<file path="src/rtl/cp0_timer_unit_if.sv">
// CP0 Count/Compare timer access bus: shared mtc0/restore write port, one read
// port and the per-channel interrupt lines.
interface cp0_timer_unit_if #(
    parameter int WIDTH = 32,
    parameter int NCMP  = 2
);
    localparam int SEL_W  = (NCMP > 1) ? $clog2(NCMP) : 1;
    localparam int RSEL_W = $clog2(NCMP + 1);

    // Protocol: there is no valid/ready pair. Each *_we strobe is a one-cycle
    // request that always completes at the next rising edge (the timer never
    // back-pressures). read_data is combinational and is valid in the same
    // cycle that re is high; it shows pre-edge register contents.
    logic              cnt_stall;
    logic              cnt_we_s;
    logic              cmp_we_s;
    logic              cmp_we_h;
    logic [SEL_W-1:0]  cmp_sel;
    logic [WIDTH-1:0]  write_data;
    logic              re;
    logic [RSEL_W-1:0] rd_sel;
    logic [WIDTH-1:0]  read_data;
    logic [NCMP-1:0]   timer_irq;
    logic              irq_any;

    modport master (
        output cnt_stall, cnt_we_s, cmp_we_s, cmp_we_h, cmp_sel, write_data, re, rd_sel,
        input  read_data, timer_irq, irq_any
    );

    modport slave (
        input  cnt_stall, cnt_we_s, cmp_we_s, cmp_we_h, cmp_sel, write_data, re, rd_sel,
        output read_data, timer_irq, irq_any
    );
endinterface

</file>
<file path="src/rtl/cp0_timer_unit.sv">
// CP0 Count/Compare timer: prescaled free-running Count and NCMP Compare
// channels, each raising a sticky interrupt on the rising edge of equality.
module cp0_timer_unit #(
    parameter int               WIDTH   = 32,
    parameter int               NCMP    = 2,
    parameter int               CNT_DIV = 2,
    parameter logic [WIDTH-1:0] RD_IDLE = '0
) (
    input  logic             clk,
    input  logic             rst,
    cp0_timer_unit_if.slave  bus
);
    localparam int SEL_W  = (NCMP > 1) ? $clog2(NCMP) : 1;
    localparam int RSEL_W = $clog2(NCMP + 1);
    localparam int PRE_W  = (CNT_DIV > 1) ? $clog2(CNT_DIV) : 1;

    logic [PRE_W-1:0] prescaler;
    logic [WIDTH-1:0] count;
    logic [WIDTH-1:0] compare [NCMP];
    logic [NCMP-1:0]  pending;
    logic [NCMP-1:0]  match;
    logic [NCMP-1:0]  match_q;
    logic             tick;
    logic             cmp_we;

    assign tick   = (prescaler == PRE_W'(CNT_DIV - 1)) && !bus.cnt_stall;
    assign cmp_we = bus.cmp_we_s | bus.cmp_we_h;

    // A software Count write restarts the prescaler and overrides a debug stall.
    always_ff @(posedge clk or negedge rst) begin
        if (!rst) begin
            count     <= '0;
            prescaler <= '0;
        end else if (bus.cnt_we_s) begin
            count     <= bus.write_data;
            prescaler <= '0;
        end else if (!bus.cnt_stall) begin
            prescaler <= tick ? '0 : prescaler + PRE_W'(1);
            if (tick) begin
                count <= count + WIDTH'(1);
            end
        end
    end

    always_comb begin
        match = '0;
        for (int i = 0; i < NCMP; i++) begin
            match[i] = (count == compare[i]);
        end
    end

    // match_q resets high so the equal reset values of Count and Compare do
    // not look like a fresh match. The software acknowledge beats a new set.
    always_ff @(posedge clk or negedge rst) begin
        if (!rst) begin
            for (int i = 0; i < NCMP; i++) begin
                compare[i] <= '0;
            end
            pending <= '0;
            match_q <= '1;
        end else begin
            match_q <= match;
            for (int i = 0; i < NCMP; i++) begin
                if (cmp_we && (bus.cmp_sel == SEL_W'(i))) begin
                    compare[i] <= bus.write_data;
                end
                if (bus.cmp_we_s && (bus.cmp_sel == SEL_W'(i))) begin
                    pending[i] <= 1'b0;
                end else if (match[i] && !match_q[i]) begin
                    pending[i] <= 1'b1;
                end
            end
        end
    end

    always_comb begin
        bus.read_data = RD_IDLE;
        if (bus.re) begin
            if (bus.rd_sel == '0) begin
                bus.read_data = count;
            end
            for (int i = 0; i < NCMP; i++) begin
                if (bus.rd_sel == RSEL_W'(i + 1)) begin
                    bus.read_data = compare[i];
                end
            end
        end
    end

    assign bus.timer_irq = pending;
    assign bus.irq_any   = |pending;
endmodule
</file>
<file path="src/flat_wrapper.sv">
// flat-port wrapper written by rule: the top's interface ports become plain ports
module cp0_timer_unit_flat 
#(
    parameter int               WIDTH   = 32,
    parameter int               NCMP    = 2,
    parameter int               CNT_DIV = 2,
    parameter logic [WIDTH-1:0] RD_IDLE = '0
)
  (clk, rst, bus_cnt_stall, bus_cnt_we_s, bus_cmp_we_s, bus_cmp_we_h, bus_cmp_sel, bus_write_data, bus_re, bus_rd_sel, bus_read_data, bus_timer_irq, bus_irq_any);
  cp0_timer_unit_if #(.WIDTH(WIDTH), .NCMP(NCMP)) bus_i ();
  input  logic clk;
  input  logic rst;
  input wire logic [$bits(bus_i.cnt_stall)-1:0] bus_cnt_stall;
  input wire logic [$bits(bus_i.cnt_we_s)-1:0] bus_cnt_we_s;
  input wire logic [$bits(bus_i.cmp_we_s)-1:0] bus_cmp_we_s;
  input wire logic [$bits(bus_i.cmp_we_h)-1:0] bus_cmp_we_h;
  input wire logic [$bits(bus_i.cmp_sel)-1:0] bus_cmp_sel;
  input wire logic [$bits(bus_i.write_data)-1:0] bus_write_data;
  input wire logic [$bits(bus_i.re)-1:0] bus_re;
  input wire logic [$bits(bus_i.rd_sel)-1:0] bus_rd_sel;
  output wire logic [$bits(bus_i.read_data)-1:0] bus_read_data;
  output wire logic [$bits(bus_i.timer_irq)-1:0] bus_timer_irq;
  output wire logic [$bits(bus_i.irq_any)-1:0] bus_irq_any;
  assign bus_i.cnt_stall = bus_cnt_stall;
  assign bus_i.cnt_we_s = bus_cnt_we_s;
  assign bus_i.cmp_we_s = bus_cmp_we_s;
  assign bus_i.cmp_we_h = bus_cmp_we_h;
  assign bus_i.cmp_sel = bus_cmp_sel;
  assign bus_i.write_data = bus_write_data;
  assign bus_i.re = bus_re;
  assign bus_i.rd_sel = bus_rd_sel;
  assign bus_read_data = bus_i.read_data;
  assign bus_timer_irq = bus_i.timer_irq;
  assign bus_irq_any = bus_i.irq_any;
  cp0_timer_unit #(.WIDTH(WIDTH), .NCMP(NCMP), .CNT_DIV(CNT_DIV), .RD_IDLE(RD_IDLE)) u_core (.clk(clk), .rst(rst), .bus(bus_i));
endmodule
</file>
<file path="config.mk">
export PLATFORM = sky130hd
export DESIGN_NAME = cp0_timer_unit_flat
export DESIGN_NICKNAME = d
export VERILOG_FILES = /design/src/rtl/cp0_timer_unit_if.sv /design/src/rtl/cp0_timer_unit.sv /design/src/flat_wrapper.sv
export SDC_FILE = /design/constraint.sdc
export NUM_CORES = 1
export LEC_CHECK = 0
export CAP_MARGIN = 20
export CORE_UTILIZATION = 55
export CTS_CLUSTER_SIZE = 8
export DETAILED_ROUTE_END_ITERATION = 6
export DONT_BUFFER_PORTS = 1
export GPL_TIMING_DRIVEN = 0
export PLACE_DENSITY_LB_ADDON = 0.3
export RECOVER_POWER = 50
export SKIP_LAST_GASP = 1
export SYNTH_ARGS = -nofsm -noshare
export SYNTH_HDL_FRONTEND = slang
export SYNTH_SLANG_ARGS = --single-unit
</file>
<file path="constraint.sdc">
create_clock -name clk -period 2.65 [get_ports clk]
set_input_delay 0.3975 -clock clk [delete_from_list [all_inputs] [get_ports clk]]
set_output_delay 0.3975 -clock clk [all_outputs]
set_load 0.02 [all_outputs]
</file>
; ---- Word level (Yosys, flattened, before mapping)
; Index checks and enable logic that the tools add are counted.
[totals]
rom_bits = 0
reg_bits = 101
ramBits = 0
in_bits = 42
word_cells = 46
latchBits = 0
memories = 0
[op_classes]
multipliers = 0
eq_ne = 5
add_sub_neg = 2
n_div = 0
mux = 14
reduce_logical = 16
magnitude_cmp = 0
bitwise = 2
n_shift = 0
[op_table]
columns = cell, count
row1 = two-way mux 32 bit, 7
row2 = == test 32 bit, 2
row3 = adder 32 x 1 -> 32 bit (second input constant), 1
row4 = logical AND 1 bit, 7
row5 = two-way mux 1 bit, 7
row6 = nonzero test 2 bit, 3
row7 = logical NOT 1 bit, 3
row8 = == test 2 x 1 -> 1 bit (second input constant), 1
row9 = == test 2 bit (second input constant), 1
row10 = logical NOT 2 bit, 1
row11 = inequality test 2 x 1 -> 1 bit (second input constant), 1
row12 = AND reduction 2 bit, 1
row13 = OR reduction 2 bit, 1
row14 = adder 1 bit (second input constant), 1
row15 = inverter 1 bit, 1
row16 = bitwise OR 1 bit, 1

; ---- Longest topological paths before layout
; Gate-level depths: netlist of the first run.
[depth]
word_depth = 5
mapped_depth = 7
ltp_nobuf = 6

; ---- Worst setup path before layout of the first run
; No wires, ideal clock.
[synth_path]
path_kind = input -> output
from = in bus_rd_sel[0]
to = out bus_read_data[10]
stages = 5
required_ns = 2.253
path_buffers = 2
t_arrival_ns = 1.588
slack_ns = 0.664
cell_sequence = clkbuf_1 clkbuf_1 mux2i_1 o21ai_0 and2_1
[synth_between]
elab_chain_len = 5
elab_cells_between_ends = 7
classes_between = eq/ne: 2 / mux: 4 / reduce/logical: 1
[synth_lines]
columns = element, line
row1 = start: declaration, flat_wrapper.sv:20  ; input wire logic [$bits(bus_i.rd_sel)-1:0] bus_rd_sel;
row2 = logical NOT 2 bit, cp0_timer_unit.sv:79  ; if (bus.rd_sel == '0) begin
row3 = two-way mux 32 bit, cp0_timer_unit.sv:79
row4 = two-way mux 32 bit, cp0_timer_unit.sv:83  ; if (bus.rd_sel == RSEL_W'(i + 1)) begin
row5 = two-way mux 32 bit (*), cp0_timer_unit.sv:83
row6 = two-way mux 32 bit (*), cp0_timer_unit.sv:78  ; if (bus.re) begin
row7 = end: declaration, flat_wrapper.sv:21  ; output wire logic [$bits(bus_i.read_data)-1:0] bus_read_data;
; Every way passes the cells marked *; elsewhere a longest branch is shown, timed or not.

; ---- Final worst setup path of the first run
[layout_path]
from = in bus_rd_sel[0]
to = out bus_read_data[20]
; Same word-level chain as after synthesis.

==> results of run 1 <==
## worst paths after layout
| path | cells after the start | end | from | slack, ns |
|---|---|---|---|---|
| setup / recovery | 5 | bus_read_data[20] | bus_rd_sel[0] | 0.08 |
| hold / removal | 0 | u_core.compare[5] | rst | -0.32 |
| setup reg to reg | 7 | u_core.count[21] | u_core.count[2] | 0.30 |
| hold reg to reg | 1 | u_core.compare[24] | u_core.compare[24] | 0.55 |
| max in group asynchronous | 0 | u_core.match_q[0] | rst | 2.74 |
| min in group clk | 2 | u_core.count[30] | bus_write_data[30] | 0.11 |
## registers in the layout, summed over array words and instances, names as in the netlist
register	flops
u_core.prescaler	1
u_core.compare	64
u_core.bus.timer_irq	2
u_core.match_q	2
u_core.count	32
## per-stage QoR
step	hold WS (ns)	std cells	power, W	worst slack [ns]	area [sq um]
3_3_place_gp	0.106	747	0.00270	0.178	6240
6_report	-0.316	763	0.00380	0.0781	6450
4_1_cts	-0.323	763	0.00381	0.140	6450
3_5_place_dp	0.106	747	0.00273	0.141	6240
2_1_floorplan	0.102	611	0.00251	0.664	6070
5_1_grt	-0.328	763	0.00396	0.0311	6450
## final cells by class
cell class              instances  area, sq um  share of cell area [%]
multi-input cells             443         3240                    50.2
flip-flops and latches        101         2530                    39.2
plain buffers                  59          270                    4.19
well taps                     136          170                    2.64
clock buffers                  10          128                    1.98
clock inverters                 6         87.6                    1.36
inverters                       8         30.0                   0.465
## kinds of logic after synthesis
kind of cell               count (synthesis)  share of synthesized area (%)
AOI/OAI and AO/OA                         69                           5.92
buffers and inverters                     67                           4.95
xor gates and xnor gates                  95                           13.7
DFF                                      101                           41.7
adders and majority gates                  1                          0.206
muxes                                     97                           17.3
and+or+nand+nor                          181                           16.2
## power by group through the flow
stage / registers, W / logic, W / clock network [W]
2_1_floorplan: 0.00185 / 0.000664 / 0
3_3_place_gp: 0.00188 / 0.000828 / 0
3_5_place_dp: 0.00189 / 0.000843 / 0
4_1_cts: 0.00186 / 0.000850 / 0.00110
5_1_grt: 0.00188 / 0.000926 / 0.00116
6_report: 0.00186 / 0.000857 / 0.00109
## repair_timing
action / in CTS / in global routing
endpoints found under the hold margin: 101 / 101
setup endpoints to repair: 0 / 0
gates resized for setup: 0 / 0
## metal layers
layer / GRT usage (%) / up-vias
met1: 36.7 / 2252
met5: 0 / -
met4: 10.4 / 0
met2: 45.3 / 160
li1: - / 2087
met3: 8.15 / 33
## worst max-delay path, cell delays in order
cell	delay [ns]
clkbuf_1	0.29
clkbuf_1	0.73
mux2i_1	0.15
o21ai_0	0.31
and2_1	0.29
## Yosys cell counts, types with 8 or more instances
library cell,instances
and2_1,32
buf_2,8
clkbuf_1,38
dfrtp_1,99
inv_1,8
mux2_2,64
mux2i_1,33
nand2_1,72
nand3_1,11
nand4_1,9
nor4_1,21
o21ai_0,52
o21ai_1,13
xnor2_1,24
xor2_1,71
==> summary.md, run 1 <==
| Metric | Value |
|---|---|
| Status | finished with violations |
| Failing checks | hold timing |
| Dpl hpwl | 10800 um |
| Final Hold Violating Endpoints | slightly above 100 |
| Net Switching | about 0.0012 W |
| Max Cap Viol | 0 |
| Largest net degree at the start of global routing | slightly above 100 |
| Critical Path End Type | output pin |
| Mapped Cells | ~610 |
| Skew final | approximately 0.015 ns |
| Worst-path fanout max | 10 |
| TritonCTS clock tree | done |
| Setup violations, final | 0 |
| Initial Utilization | 57.7% |
| Combinational power share | 22.5% |
| Lkg Pwr | about 2.7 nW |
| GR Overflow Total | 0 |
| First-pass GRT wire length | roughly 24000 um |
| Crit Path Class | primary input to output pin |
| Worst setup SP type | primary input |
| Commonest non-fill, non-tap cell in the layout | dfrtp_1 |
| Max transition margin | around 40% |
| Longest Clk Path Bufs | 2 |
| CTS buffer count | 9 |
| Nets | between 600 and 700 |
| Clock transition at the registers of the reported paths | ~0.1 ns |
| Part of the power in the clock network | 28.6% |
| Ys Warns | 0 |
| Post-synth EDFFs | 0 |
| FILL cells | roughly 870 |
| Setup tns final | 0 ns |
| Seq/Total Area, Yosys | between 40% and 50% |
| Post-CTS Setup Bufs | 0 |
| P per Cell Area | about 600 nW/um^2 |
| Syn_nets | between 600 and 700 |
| Vias post-DR | around 4500 |
| CP arrival | 2.17 ns |
| Sw frac | between 30% and 40% |
| Initial drt markers | 360 |
| Routability cong. | 0.845 |
| Drt drc | 0 |
| Area of the mapped netlist | around 6100 sq um |
| Worst path required time | 2.25 ns |
| Row count | 37 |
| Drt wl/cell | ~20 um |
| Hold slack | -0.316 ns |
| Post-route ant nets | 0 |
| Core Area | roughly 11000 sq um |
| Max VDD drop | between 400 and 500 uV |
| Fmax | 0.389 GHz |
| Die Width | 107 um |
| Top-area cell type share of the netlist area | around two fifths |
| Sequential Power Share | between 40% and 50% |
| Chip height | 107 um |
| Post-Route M1 WL | approximately 6500 um |
| Final slew viol count | 0 |
| Worst skew pair latency | 0.40 ns |
| Overall routed net length | roughly 15000 um |
| Synth async-reset ratio | 100% |
| RSZ-0062 raised after global routing | no |
| Worst slew pin tran | roughly 0.90 ns |
| Period utilization | a little over nine tenths |
| Synth top area cells | dfrtp_1 41%, mux2_2 12%, xor2_1 10%, mux2i_1 5.4%, nand2_1 4.5% |
| Vias in the first global route | between 4000 and 5000 |
| GRT Util Overall | roughly 28% |
| Port buffer count | 0 |
| Synth Register Bits | around 100 |
| Antenna violations before repair | 0 |
| Final Util | between 60% and 70% |
| Met2 WL post-DR | roughly 7300 um |
| Layout area overhead | 6.35% |
| P_int | around 0.0026 W |
| DRT Pass-1 Iters | 5 |
| CTS Root Cell | clkbuf_8 |
| Synth area leader | dfrtp_1 |
| Layout cells sized above 1 | ~18% |
| H-tree Lvls | 3 |
| Diode count | 0 |
| Syn_area_per_cell | approximately 9.9 sq um |
| Routed vias/inst | roughly 5.9 |
| Post-synth cell types | 38 |
| Main synth FF type | dfrtp_1 |
| Top Layer Used | met4 |
| Metal3 WL | around 1100 um |
| Clock Sinks | slightly above 100 |
| Most frequent cells in the layout | 99 x dfrtp_1, 72 x nand2_1, 71 x xor2_1, 64 x mux2_2, 53 x o21ai_0 |
| Hold Path Class | primary input to async pin |
| Io pins | 77 |
| Min cycle time layout | roughly 2.6 ns |
| Die Area | about 11000 sq um |
Note: power is estimated with default switching activity, not from simulation.
==> inputs of run 2 (changes only) <==
Settings changed: PLACE_DENSITY set to 0.75, PLACE_DENSITY_LB_ADDON 0.3 to not set.
==> summary.md, run 2 (synthesized netlist as in run 1, its figures left out) <==
| Metric | Value |
|---|---|
| Status | finished with violations |
| Failing checks | hold timing |
| Largest register FFs | 64 |
| Worst setup SP type | primary input |
| Die Area | about 11000 sq um |
| Reg-to-reg slack, setup | slightly below 0.3 ns |
| Sequential Power Share | between 50% and 60% |
| Final Hold Violating Endpoints | around 100 |
| Crit Path Class | primary input to output pin |
| Commonest non-fill, non-tap cell in the layout | dfrtp_1 |
| First-pass GRT wire length | 24100 um |
| Most frequent cells in the layout | 99 x dfrtp_1, 72 x nand2_1, 71 x xor2_1, 64 x mux2_2, 53 x o21ai_0 |
| Initial Utilization | slightly below 60% |
| Longest Clk Path Bufs | 2 |
| Routed vias/inst | between 5 and 6 |
| Combinational power share | 23.8% |
| FF-to-FF End | u_core.count[17] |
| DRT Pass-1 Iters | 5 |
| Setup violations, final | 0 |
| Die Width | between 100 and 150 um |
| Worst slew pin tran | 0.892 ns |
| Multi-input combinational cell area | around 3200 sq um |
| Drt drc | 0 |
| Io pins | just under 80 |
| Reg2reg path depth | 7 |
| Post-CTS Resized | 0 |
| Row count | 37 |
| Vias in the first global route | approximately 4500 |
| Hold slack | -0.306 ns |
| Skew final | 0.0131 ns |
| Routability cong. | approximately 0.90 |
| Layout area overhead | 5.59% |
| Post-CTS Setup Bufs | 0 |
| GRT Util Overall | about 28% |
| Max VDD drop | 455 uV |
| H-tree Lvls | 3 |
| Layout cells sized above 1 | between 10% and 20% |
| R2r startpoint | u_core.count[2] |
| Critical Path End Type | output pin |
| Finished Cell Area | 6410 sq um |
| Sw frac | between 30 and 40% |
| Nets | between 600 and 700 |
| Port buffer count | 0 |
| Largest net degree at the start of global routing | between 100 and 150 |
| Clock Sinks | roughly 100 |
| P per Cell Area | between 500 and 600 nW/um^2 |
| Overall routed net length | around 15000 um |
| FILL cells | 858 |
| TritonCTS clock tree | done |
| Post-route ant nets | 0 |
| Diode count | 0 |
| GR Overflow Total | 0 |
| Vias post-DR | ~4500 |
| Top flop regs | u_core.compare (64), u_core.count (32) |
| Period utilization | 95.6% |
| RSZ-0062 raised after global routing | no |
| Drt wl/cell | slightly above 20 um |
| Worst path required time | 2.25 ns |
| Clock transition at the registers of the reported paths | about 0.10 ns |
| CP arrival | between 2 and 2.5 ns |
| Post-DP Area | about 6200 sq um |
| Biggest register | u_core.compare |
| Worst-path fanout max | 10 |
| Setup tns final | 0 ns |
| CTS buffer count | 9 |
| Chip height | 107 um |
| Initial drt markers | between 300 and 400 |
| Lkg Pwr | approximately 2.7 nW |
| Register area | between 2000 and 3000 sq um |
| Max transition margin | between 40% and 50% |
| Antenna violations before repair | 0 |
| Net Switching | 0.00118 W |
| Core Area | about 11000 sq um |
| CTS Root Cell | clkbuf_8 |
| Hold Path Class | primary input to async pin |
| Worst skew pair latency | roughly 0.39 ns |
| Min cycle time layout | 2.53 ns |
| Critical Path Source | bus_rd_sel[0] |
| Part of the power in the clock network | around a quarter |
| Dpl hpwl | 11000 um |
| Final slew viol count | 0 |
| Worst Setup EP | bus_read_data[20] |
| Fmax | 0.395 GHz |
| Max Cap Viol | 0 |
| P_int | 0.00243 W |
==> run 2: cell types whose count changed in the layout (fill, tap and decap cells not counted), sizes merged <==
| cell | before | now |
|---|---|---|
| clkbuf | 55 | 56 |
| bufinv | 2 | 0 |
| clkinvlp | 3 | 2 |
| clkinv | 1 | 3 |
==> run 2: per-stage QoR <==
stage                     cells  hold slack [ns]  util [%]  power [W]  setup slack, ns
after global routing        763           -0.332      61.0    0.00377           0.0426
after CTS                   763           -0.320      61.0    0.00362            0.159
after detailed placement    747            0.107      59.4    0.00273            0.156
after global placement      747            0.107      59.4    0.00270            0.180
final                       763           -0.306      61.0    0.00361            0.116
after floorplan             611            0.102         -    0.00251            0.664
==> run 2: worst min path at each step <==
| stage | from | end | slack [ns] | cells past startpoint |
|---|---|---|---|---|
| final | rst | u_core.compare[5] | -0.31 | 0 |
| after global routing | rst | u_core.compare[5] | -0.33 | 0 |
| after CTS | rst | u_core.compare[39] | -0.32 | 0 |
| after floorplan | rst | u_core.bus.timer_irq[0] | 0.10 | 0 |
| after detailed placement | rst | u_core.compare[39] | 0.11 | 0 |
| after global placement | rst | u_core.compare[7] | 0.11 | 0 |
==> run 2: final cells by class <==
type | instances | share of cell area (%)
buffer | 59 | 4.22
tap | 136 | 2.66
inverter | 8 | 0.469
sequential | 101 | 39.5
clock inverter | 5 | 0.586
multi-input combinational | 443 | 50.5
clock buffer | 11 | 2.05
==> run 2: worst max-delay path: stages <==
cell and delay (ns):
clkbuf_1 0.27, clkbuf_1 0.72, mux2i_1 0.15, o21ai_0 0.30, and2_1 0.29
==> run 2: power groups by stage <==
| stage | sequential (W) | combinational [W] | clock [W] |
|---|---|---|---|
| 2_1_floorplan | 0.00185 | 0.000664 | 0 |
| 3_3_place_gp | 0.00188 | 0.000827 | 0 |
| 3_5_place_dp | 0.00189 | 0.000847 | 0 |
| 4_1_cts | 0.00186 | 0.000852 | 0.000909 |
| 5_1_grt | 0.00188 | 0.000925 | 0.000966 |
| 6_report | 0.00186 | 0.000859 | 0.000885 |
==> run 2: layer usage <==
| metal | vias up | routed length, um | part of all wire (%) | GRT usage, % |
|---|---|---|---|---|
| li1 | 2093 | - | - | - |
| met1 | 2239 | 6550 | 43 | 36.4 |
| met2 | 169 | 7290 | 47 | 44.3 |
| met3 | 37 | 1020 | 6.6 | 7.60 |
| met4 | 0 | 546 | 3.5 | 13.0 |
| met5 | - | 0 | 0 | 0 |
==> inputs of run 3 (changes only) <==
Clock period 2.65 ns to 2.89 ns, I/O delays scaled along.
==> summary.md, run 3 (synthesized netlist as in run 1, its figures left out) <==
| Metric | Value |
|---|---|
| Status | complete, no violations |
| Non-filler cells, final | between 700 and 800 |
| Port buffer count | 0 |
| Reg-to-reg slack, setup | ~0.55 ns |
| Nets | between 600 and 700 |
| Setup tns final | 0 ns |
| Routed vias/inst | slightly below 6 |
| Post-CTS Resized | 0 |
| Period utilization | roughly 90% |
| Worst setup SP type | primary input |
| Biggest register | u_core.compare |
| Lkg Pwr | between 2 and 3 nW |
| Die Width | ~110 um |
| Longest Clk Path Bufs | 2 |
| Initial drt markers | 334 |
| Commonest non-fill, non-tap cell in the layout | dfrtp_1 |
| GRT Util Overall | about 28% |
| Clock transition at the registers of the reported paths | 0.10 ns |
| CTS Hold Buffers Added | 2 |
| Initial Utilization | 57.7% |
| DRT Pass-1 Iters | 5 |
| Setup violations, final | 0 |
| Max Cap Viol | 0 |
| Vias post-DR | around 4600 |
| Die Area | around 11000 sq um |
| P per Cell Area | around 520 nW/um^2 |
| Worst path required time | between 2 and 2.5 ns |
| Max transition margin | 6.48% |
| First-pass GRT wire length | approximately 24000 um |
| Hold Crit Start | bus_write_data[30] |
| Io pins | 77 |
| Overall routed net length | 15300 um |
| Max VDD drop | ~420 uV |
| Most frequent cells in the layout | 99 x dfrtp_1, 72 x nand2_1, 71 x xor2_1, 64 x mux2_2, 53 x o21ai_0 |
| Worst slew pin tran | between 1 and 1.5 ns |
| Final Hold Violating Endpoints | 0 |
| Drt wl/cell | 20.1 um |
| Layout cells sized above 1 | 17.8% |
| Antenna violations before repair | 0 |
| Chip height | approximately 110 um |
| RSZ-0062 raised after global routing | no |
| Routability cong. | about 0.9 |
| Layout area overhead | 5.88% |
| Crit Path Class | primary input to output pin |
| Vias in the first global route | 4539 |
| FF-to-FF End | u_core.count[17] |
| Clock Sinks | between 100 and 150 |
| Worst-path fanout max | 10 |
| Critical Path End Type | output pin |
| Largest net degree at the start of global routing | 102 |
| Min cycle time layout | between 2 and 3 ns |
| Post-CTS Setup Bufs | 0 |
| Post-route ant nets | 0 |
| Fmax | 0.383 GHz |
| Top flop regs | u_core.compare (64), u_core.count (32) |
| CP arrival | about 2.2 ns |
| Final slew viol count | 0 |
| Core Area | approximately 11000 sq um |
| Skew final | roughly 0.017 ns |
| R2r startpoint | u_core.count[2] |
| GR Overflow Total | 0 |
| Hold Path Class | primary input to flip-flop |
| Reg2reg path depth | 7 |
| Hold Crit Depth | 2 |
| Largest register FFs | 64 |
| CTS Root Cell | clkbuf_8 |
| TritonCTS clock tree | done |
| Drt drc | 0 |
| Hold worst-path end | u_core.count[30] |
| Diode count | 0 |
| Dpl hpwl | between 10000 and 15000 um |
| Worst skew pair latency | 0.39 ns |
| Placed cell count | ~750 |
| Row count | 37 |
| CTS buffer count | 9 |
| H-tree Lvls | 3 |
==> run 3: cell count changes in the layout (fill, tap and decap cells not counted) <==
cell           change
clkbuf_4           +1
dlygate4sd3_1      +1
==> run 3: final cells by class <==
type | count | area [sq um]
clock buffers | 11 | 131
inverters | 8 | 30.0
multi-input cells | 443 | 3240
repair buffers | 2 | 17.5
fillers | 859 | 4090
flip-flops and latches | 101 | 2530
plain buffers | 59 | 270
clock inverters | 5 | 37.5
well taps | 136 | 170
==> run 3: worst max path at each step <==
stage	from	end	slack [ns]	cells after the start
after floorplan	bus_rd_sel[0]	bus_read_data[10]	0.83	5
after detailed placement	bus_rd_sel[0]	bus_read_data[20]	0.32	5
after global routing	bus_rd_sel[0]	bus_read_data[21]	0.21	5
after global placement	bus_rd_sel[0]	bus_read_data[20]	0.35	5
after CTS	bus_rd_sel[0]	bus_read_data[20]	0.33	5
final	bus_rd_sel[0]	bus_read_data[20]	0.28	5
==> run 3: worst max-delay path: stages <==
cell	delay [ns]
clkbuf_1	0.27
clkbuf_1	0.71
mux2i_1	0.15
o21ai_0	0.31
and2_1	0.30
==> run 3: through the flow <==
stage / power, W / area, sq um / hold slack, ns / utilization, % / setup WS [ns]
5_1_grt: 0.00349 / 6420 / 0.141 / 61.1 / 0.211
3_5_place_dp: 0.00251 / 6240 / 0.143 / 59.4 / 0.324
6_report: 0.00334 / 6420 / 0.151 / 61.1 / 0.282
2_1_floorplan: 0.00231 / 6070 / 0.138 / - / 0.832
3_3_place_gp: 0.00248 / 6240 / 0.143 / 59.4 / 0.348
4_1_cts: 0.00335 / 6440 / 0.151 / 61.3 / 0.327
==> run 3: routing by layer <==
metal	share of wire, %	global-route usage, %	vias up
met3	7.1	7.42	36
met1	43	36.6	2233
li1	-	-	2101
met4	3.4	13.0	0
met5	0	0	-
met2	47	44.3	183
==> run 3: power by group <==
part | internal (W) | switching, W | total (W)
combinational | 0.000338 | 0.000478 | 0.000816
clock | 0.000315 | 0.000506 | 0.000821
sequential | 0.00157 | 0.000133 | 0.00171
